## src/rtl/queue_ctrl_if.sv

```systemverilog
// Handshake bundle for queue_ctrl.
//   Upstream byte channel : in_valid, in_data, in_ready
//   Downstream word channel: word_valid, word_ready, word_data, word_bytes
// Modports:
//   slave  - the controller side (accepts bytes, presents words)
//   master - the environment side (produces bytes, consumes words)
interface queue_ctrl_if #(
  parameter int DATA_W = 8
);
  logic                  in_valid;
  logic [DATA_W-1:0]     in_data;
  logic                  in_ready;
  logic                  word_valid;
  logic                  word_ready;
  logic [4*DATA_W-1:0]   word_data;
  logic [2:0]            word_bytes;

  modport slave (
    input  in_valid, in_data, word_ready,
    output in_ready, word_valid, word_data, word_bytes
  );

  modport master (
    output in_valid, in_data, word_ready,
    input  in_ready, word_valid, word_data, word_bytes
  );
endinterface

```

## src/rtl/queue_ctrl.sv

```systemverilog
// Sequencing controller for a 4-stage byte shift queue.
// Accepts bytes on a valid/ready channel, drives the queue shift enable and
// data, tracks the fill level, and presents each completed 32-bit word to a
// consumer with backpressure. A partial word can be closed with pad bytes,
// either on an explicit flush or after an idle timeout.
// Ports:
//   clk     - system clock, rising edge
//   rst     - synchronous, active-low reset
//   bus     - queue_ctrl_if.slave: byte input channel and word output channel
//   flush   - close the current partial word (honoured only while filling)
//   q_en    - queue shift enable
//   q_data  - byte shifted into the queue
//   q_word  - queue parallel output, passed through as bus.word_data
//   busy    - a word is in progress or pending
module queue_ctrl #(
  parameter int                 DATA_W  = 8,
  parameter logic [DATA_W-1:0]  PAD     = {DATA_W{1'b0}},
  parameter int                 TIMEOUT = 16,
  parameter int                 TO_W    = 5
) (
  input  logic                 clk,
  input  logic                 rst,
  queue_ctrl_if.slave          bus,
  input  logic                 flush,
  output logic                 q_en,
  output logic [DATA_W-1:0]    q_data,
  input  logic [4*DATA_W-1:0]  q_word,
  output logic                 busy
);

  typedef enum logic [1:0] {
    S_FILL,
    S_PAD,
    S_FULL
  } state_t;

  state_t          state, state_nx;
  logic [1:0]      cnt, cnt_nx;
  logic [2:0]      wb, wb_nx;
  logic [TO_W-1:0] to_cnt, to_nx;
  logic [TO_W-1:0] to_inc;
  logic            to_fire;
  logic            in_rdy, q_en_i, wv;

  // The timeout acts as a flush in the idle cycle whose increment brings the
  // counter up to TIMEOUT, so PAD starts right after TIMEOUT idle cycles.
  assign to_inc  = to_cnt + 1'b1;
  assign to_fire = (TIMEOUT != 0) && (state == S_FILL) && (cnt != 2'd0) &&
                   !bus.in_valid && (to_inc == TO_W'(TIMEOUT));

  // NOTE: every signal assigned below gets a default first, so no path
  // through the case leaves one unassigned and no latch is inferred.
  always_comb begin
    state_nx = state;
    cnt_nx   = cnt;
    wb_nx    = wb;
    to_nx    = '0;
    in_rdy   = 1'b0;
    q_en_i   = 1'b0;
    q_data   = bus.in_data;
    wv       = 1'b0;

    case (state)
      S_FILL: begin
        in_rdy = 1'b1;
        q_en_i = bus.in_valid;
        if (bus.in_valid) begin
          // The byte is taken before any flush is considered.
          if (cnt == 2'd3) begin
            state_nx = S_FULL;
            cnt_nx   = 2'd0;
            wb_nx    = 3'd4;
          end else begin
            cnt_nx = cnt + 2'd1;
            if (flush) begin
              state_nx = S_PAD;
              wb_nx    = {1'b0, cnt} + 3'd1;
            end
          end
        end else if (cnt != 2'd0) begin
          if (flush || to_fire) begin
            state_nx = S_PAD;
            wb_nx    = {1'b0, cnt};
          end else begin
            to_nx = to_inc;
          end
        end
      end

      S_PAD: begin
        q_en_i = 1'b1;
        q_data = PAD;
        // cnt wraps 3 -> 0 on the last pad shift.
        cnt_nx = cnt + 2'd1;
        if (cnt == 2'd3) state_nx = S_FULL;
      end

      S_FULL: begin
        wv     = 1'b1;
        in_rdy = bus.word_ready;
        q_en_i = bus.word_ready & bus.in_valid;
        if (bus.word_ready) begin
          // The consumer samples q_word on the same edge the queue shifts,
          // so a byte can be accepted while the old word leaves.
          state_nx = S_FILL;
          cnt_nx   = bus.in_valid ? 2'd1 : 2'd0;
        end
      end

      default: begin
        state_nx = S_FILL;
        cnt_nx   = 2'd0;
      end
    endcase
  end

  // NOTE: sequential state uses non-blocking assignments so every register
  // samples the pre-edge values regardless of statement order.
  always_ff @(posedge clk) begin
    if (!rst) begin
      state  <= S_FILL;
      cnt    <= 2'd0;
      wb     <= 3'd0;
      to_cnt <= '0;
    end else begin
      state  <= state_nx;
      cnt    <= cnt_nx;
      wb     <= wb_nx;
      to_cnt <= to_nx;
    end
  end

  // Handshake outputs are held low for as long as reset is asserted.
  assign bus.in_ready   = in_rdy & rst;
  assign q_en           = q_en_i & rst;
  assign bus.word_valid = wv & rst;
  assign bus.word_data  = q_word;
  assign bus.word_bytes = wb;
  assign busy           = (cnt != 2'd0) || (state != S_FILL);

endmodule

```

## src/flat_wrapper.sv

```systemverilog
// flat-port wrapper written by rule: the top's interface ports become plain ports
module queue_ctrl_flat 
#(
  parameter int                 DATA_W  = 8,
  parameter logic [DATA_W-1:0]  PAD     = {DATA_W{1'b0}},
  parameter int                 TIMEOUT = 16,
  parameter int                 TO_W    = 5
)
  (clk, rst, flush, q_en, q_data, q_word, busy, bus_in_valid, bus_in_data, bus_word_ready, bus_in_ready, bus_word_valid, bus_word_data, bus_word_bytes);
  queue_ctrl_if #(.DATA_W(DATA_W)) bus_i ();
  input  logic clk;
  input  logic rst;
  input  logic flush;
  output logic q_en;
  output logic [DATA_W-1:0] q_data;
  input  logic [4*DATA_W-1:0] q_word;
  output logic busy;
  input wire logic [$bits(bus_i.in_valid)-1:0] bus_in_valid;
  input wire logic [$bits(bus_i.in_data)-1:0] bus_in_data;
  input wire logic [$bits(bus_i.word_ready)-1:0] bus_word_ready;
  output wire logic [$bits(bus_i.in_ready)-1:0] bus_in_ready;
  output wire logic [$bits(bus_i.word_valid)-1:0] bus_word_valid;
  output wire logic [$bits(bus_i.word_data)-1:0] bus_word_data;
  output wire logic [$bits(bus_i.word_bytes)-1:0] bus_word_bytes;
  assign bus_i.in_valid = bus_in_valid;
  assign bus_i.in_data = bus_in_data;
  assign bus_i.word_ready = bus_word_ready;
  assign bus_in_ready = bus_i.in_ready;
  assign bus_word_valid = bus_i.word_valid;
  assign bus_word_data = bus_i.word_data;
  assign bus_word_bytes = bus_i.word_bytes;
  queue_ctrl #(.DATA_W(DATA_W), .PAD(PAD), .TIMEOUT(TIMEOUT), .TO_W(TO_W)) u_core (.clk(clk), .rst(rst), .bus(bus_i), .flush(flush), .q_en(q_en), .q_data(q_data), .q_word(q_word), .busy(busy));
endmodule
```

## config.mk

```make
export PLATFORM = sky130hd
export DESIGN_NAME = queue_ctrl_flat
export DESIGN_NICKNAME = d
export VERILOG_FILES = /design/src/rtl/queue_ctrl_if.sv /design/src/rtl/queue_ctrl.sv /design/src/flat_wrapper.sv
export SDC_FILE = /design/constraint.sdc
export NUM_CORES = 1
export LEC_CHECK = 0
export ABC_AREA = 1
export ABC_CLOCK_PERIOD_IN_PS = 1600
export CAP_MARGIN = 40
export CORE_AREA = 2 2 79 51
export CTS_CLUSTER_SIZE = 8
export DETAILED_ROUTE_END_ITERATION = 8
export DIE_AREA = 0 0 81 53
export GPL_TIMING_DRIVEN = 0
export PLACE_DENSITY = 0.78
export SETUP_SLACK_MARGIN = 0.15
export SLEW_MARGIN = 0
export SYNTH_ARGS = -nofsm -noshare
export SYNTH_HDL_FRONTEND = slang
export SYNTH_SLANG_ARGS = --single-unit
```

## constraint.sdc

```tcl
create_clock -name clk -period 1.6 [get_ports clk]
set_input_delay 0.16 -clock clk [delete_from_list [all_inputs] [get_ports clk]]
set_output_delay 0.16 -clock clk [all_outputs]
set_load 0.02 [all_outputs]
```

==> impl_metrics.prom <==
# TYPE chip_impl_metric gauge
chip_impl_metric{name="area_delta_synth_final",unit="%"} 74.8
chip_impl_metric{name="wl",unit="um"} 3110
chip_impl_info{name="grt_setup_unrepaired",value="true"} 1
chip_impl_metric{name="clock_sink_count",unit=""} 12
chip_impl_metric{name="antenna_cells",unit=""} 0
chip_impl_metric{name="synth_top_area_share",unit="%"} 22.2
chip_impl_metric{name="die_height",unit="um"} 53
chip_impl_metric{name="path_max_fanout",unit=""} 7
chip_impl_metric{name="xor_and_xnor_fraction_of_the_mapped_netlist_area",unit="%"} 0
chip_impl_info{name="hold-path-endpoint",value="u_core.bus.word_bytes[0]"} 1
chip_impl_metric{name="initial_antenna_violation_count",unit=""} 0
chip_impl_metric{name="skew",unit="ns"} 0.000656
chip_impl_info{name="tritoncts",value="done"} 1
chip_impl_info{name="netlist_top_cells_count",value="sky130_fd_sc_hd__buf_4 (32), sky130_fd_sc_hd__inv_1 (28), sky130_fd_sc_hd__nor2_1 (23)"} 1
chip_impl_info{name="clockRootBuffer",value="sky130_fd_sc_hd__clkbuf_8"} 1
chip_impl_metric{name="clock_h_tree_levels",unit=""} 1
chip_impl_metric{name="insertion_delay",unit="ns"} 0.25
chip_impl_metric{name="initialDrtViolationCount",unit=""} 44
chip_impl_metric{name="worst_slew_margin_rel",unit="%"} 82.0
chip_impl_metric{name="synthMuxAreaShare",unit="%"} 0
chip_impl_metric{name="post_synth_and_or_nand_nor_area_fraction",unit="%"} 30.1
chip_impl_metric{name="hpwl",unit="um"} 2420
chip_impl_metric{name="hold_viol_final",unit=""} 0
chip_impl_metric{name="gp_congestion",unit=""} 0.838
chip_impl_info{name="timing.critical_path.from_type",value="register"} 1
chip_impl_info{name="regToRegStartpoint",value="u_core.cnt[0]"} 1
chip_impl_info{name="most_used_standard_cell_by_instance_count_after_synthesis",value="sky130_fd_sc_hd__buf_4"} 1
chip_impl_metric{name="worstPathRequired",unit="ns"} 1.44
chip_impl_metric{name="p_leak",unit="nW"} 0.923
chip_impl_metric{name="internal_reg_to_reg_setup_slack",unit="ns"} 0.16
chip_impl_info{name="outcome",value="completed"} 1
chip_impl_metric{name="peakVddDrop",unit="V"} 0.000705
chip_impl_metric{name="timing.final.crit_share",unit="%"} 90.0
chip_impl_info{name="worstHoldStart",value="rst"} 1
chip_impl_metric{name="clockBufferDepth",unit=""} 2
chip_impl_metric{name="finalNetCount",unit=""} 282
chip_impl_metric{name="globalRoute.totalOverflow",unit=""} 0
chip_impl_metric{name="cts_inserted_buffers",unit=""} 3
chip_impl_info{name="synth_top_family_by_area",value="buffers and inverters"} 1
chip_impl_info{name="criticalPathCategory",value="reg2out"} 1
chip_impl_metric{name="share_of_synthesized_flip_flops_with_an_asynchronous_set_or_reset",unit="%"} 0
chip_impl_metric{name="post_cts_hold_buffer_count",unit=""} 0
chip_impl_metric{name="post_drt_wl_per_cell",unit="um"} 11.2
chip_impl_metric{name="drtAntennaViolNets",unit=""} 0
chip_impl_metric{name="numPortBuffers",unit=""} 59
chip_impl_metric{name="syn_nets",unit=""} 210
chip_impl_metric{name="maxSlewViolCount",unit=""} 0
chip_impl_info{name="synth_flop_type",value="sky130_fd_sc_hd__dfxtp_1"} 1
chip_impl_metric{name="synth_cell_type_count",unit=""} 21
chip_impl_metric{name="number_of_enable_type_register_cells_in_the_synthesized_netlist",unit=""} 0
chip_impl_metric{name="chipWidth",unit="um"} 81
chip_impl_metric{name="drv.max_cap_violation_count",unit=""} 0
chip_impl_metric{name="cell_area_after_synthesis",unit="sq um"} 1080
chip_impl_metric{name="placed_area",unit="sq um"} 1730
chip_impl_metric{name="final_number_of_setup_violating_endpoints",unit=""} 0
chip_impl_metric{name="grt_pass1_vias",unit=""} 966
chip_impl_metric{name="synth.avg_cell_area",unit="sq um"} 6.71
chip_impl_metric{name="final_area",unit="sq um"} 1890
chip_impl_info{name="worstReg2RegEnd",value="u_core.bus.word_bytes[1]"} 1
chip_impl_metric{name="via_per_inst",unit=""} 4.04
chip_impl_metric{name="drt_first_pass_iters",unit=""} 4
chip_impl_metric{name="power",unit="mW"} 2.13
chip_impl_info{name="setup.worst_path.end_class",value="output port"} 1
chip_impl_metric{name="effective_utilization_at_floorplan",unit="%"} 30.6
chip_impl_metric{name="fill_cells",unit=""} 370
chip_impl_info{name="dominant_cell_type_by_area_after_synthesis",value="sky130_fd_sc_hd__dfxtp_1"} 1
chip_impl_info{name="yosys-top-cells-area",value="sky130_fd_sc_hd__dfxtp_1 (22%), sky130_fd_sc_hd__buf_4 (22%), sky130_fd_sc_hd__inv_1 (9.7%)"} 1
chip_impl_metric{name="synth.ff_latch_count",unit=""} 12
chip_impl_metric{name="global_route.usage.total",unit="%"} 13.9
chip_impl_metric{name="maxClockFrequency",unit="MHz"} 695
chip_impl_metric{name="timing.critical_path.arrival",unit="ns"} 1.28
chip_impl_metric{name="synth-compound-area-share",unit="%"} 7.75
chip_impl_metric{name="final.setup.tns",unit="ns"} 0
chip_impl_metric{name="post_route_cells_drive_above_1_share",unit="%"} 40.5
chip_impl_metric{name="vias",unit=""} 1128
chip_impl_info{name="hold_path.class",value="in2reg"} 1
chip_impl_metric{name="drcViolationCount",unit=""} 0
chip_impl_metric{name="yosysWarnings",unit=""} 0
chip_impl_metric{name="least_margin_pin_slew",unit="ns"} 0.270
chip_impl_metric{name="clock_period_minus_worst_slack",unit="ns"} 1.44
chip_impl_metric{name="syn_inst",unit=""} 161
chip_impl_metric{name="maximum_number_of_pins_on_one_net_before_global_route_repair",unit=""} 11
chip_impl_metric{name="rows",unit=""} 17
chip_impl_metric{name="top_level_ports",unit=""} 92
chip_impl_metric{name="synth_seq_area_share",unit="%"} 22.2
chip_impl_metric{name="clk_pin_slew",unit="ns"} 0.05
chip_impl_metric{name="holdPathStages",unit=""} 3
chip_impl_metric{name="core_area",unit="sq um"} 3530
chip_impl_metric{name="synth-adder-area-share",unit="%"} 4.63
chip_impl_metric{name="global_route_wire_length_before_repair",unit="um"} 4490
chip_impl_metric{name="pwr_density_cell",unit="nW/um^2"} 1130
chip_impl_metric{name="dieArea",unit="sq um"} 4290
chip_impl_metric{name="rr_worst_depth",unit=""} 11
flip-flops by register name (all words and copies together), names as in the netlist:
| signal | flops |
|---|---|
| u_core.to_cnt | 5 |
| u_core.state | 2 |
| u_core.cnt | 2 |
| u_core.bus.word_bytes | 3 |
kinds of logic after synthesis:
kind of cell	Yosys count
AO/OA/AOI/OAI	15
adder cells (fa/ha/maj)	4
buffers and inverters	65
flip-flops	12
AND/OR/NAND/NOR	65
layer usage:
| layer | share of wire [%] | track usage, % | up-vias |
|---|---|---|---|
| li1 | - | - | 604 |
| met1 | 46 | 19.3 | 496 |
| met2 | 49 | 21.6 | 26 |
| met3 | 3.8 | 3.58 | 2 |
| met4 | 0.45 | 2.54 | 0 |
| met5 | 0 | 0 | - |
final cells by class:
type | count | area [sq um] | share of cell area [%]
Inverter | 31 | 119 | 6.29
Buffer | 34 | 265 | 14.0
Clock buffer | 4 | 55.1 | 2.91
Tap cell | 47 | 58.8 | 3.11
Sequential cell | 12 | 254 | 13.4
Multi-Input combinational cell | 84 | 536 | 28.3
Timing Repair Buffer | 67 | 602 | 31.9
worst max path at each step:
stage / slack, ns / cells past startpoint / end / startpoint
floorplan: 0.19 / 9 / u_core.bus.word_bytes[0] / u_core.to_cnt[0]
global placement: -0.42 / 4 / q_en / rst
detailed placement: -0.43 / 4 / q_en / rst
CTS: 0.14 / 5 / q_en / u_core.state[1]
global route: 0.09 / 11 / u_core.bus.word_bytes[0] / u_core.cnt[0]
finish: 0.16 / 5 / bus_in_ready / u_core.state[1]
cells in the final DEF, fill, tap and decap left out, types with 4 or more instances in the layout:
master,n
sky130_fd_sc_hd__clkdlybuf4s50_1,46
sky130_fd_sc_hd__buf_4,41
sky130_fd_sc_hd__inv_1,23
sky130_fd_sc_hd__nor2_1,20
sky130_fd_sc_hd__nand2_1,17
sky130_fd_sc_hd__buf_2,9
sky130_fd_sc_hd__inv_2,7
sky130_fd_sc_hd__nand3_1,7
sky130_fd_sc_hd__dfxtp_1,7
sky130_fd_sc_hd__nor2_2,5
sky130_fd_sc_hd__clkbuf_8,5
sky130_fd_sc_hd__o21ai_0,5
sky130_fd_sc_hd__nor2_4,4
sky130_fd_sc_hd__nand3_2,4
sky130_fd_sc_hd__a21oi_1,4
what timing repair did:
item                                    in CTS  in global routing
setup buffers                                3                  5
pin swaps                                    3                  3
endpoints found under the setup margin      20                 21
hold endpoints to repair                     0                  0
resized for setup                           55                 26
power breakdown:
part	internal, mW	switching, mW	total (mW)
registers	0.373	0.0601	0.433
logic	0.623	0.733	1.36
clock network	0.218	0.123	0.341
metrics by stage:
stage | setup slack, ns | util (%) | cells | hold slack [ns]
2_1_floorplan | 0.189 | - | 161 | 0.280
3_3_place_gp | -0.417 | 49.0 | 267 | 0.466
3_5_place_dp | -0.432 | 49.0 | 267 | 0.463
4_1_cts | 0.144 | 52.5 | 274 | 0.387
5_1_grt | 0.0865 | 53.5 | 279 | 0.409
6_report | 0.161 | 53.5 | 279 | 0.391
worst max-delay path, stage by stage, from the launching register on:
cell and delay [ns]:
sky130_fd_sc_hd__dfxtp_1 0.32, sky130_fd_sc_hd__buf_6 0.15, sky130_fd_sc_hd__inv_2 0.06, sky130_fd_sc_hd__o21ai_2 0.18, sky130_fd_sc_hd__nor2_1 0.07, sky130_fd_sc_hd__clkdlybuf4s15_2 0.25
Note: power is estimated with default switching activity, not from simulation.
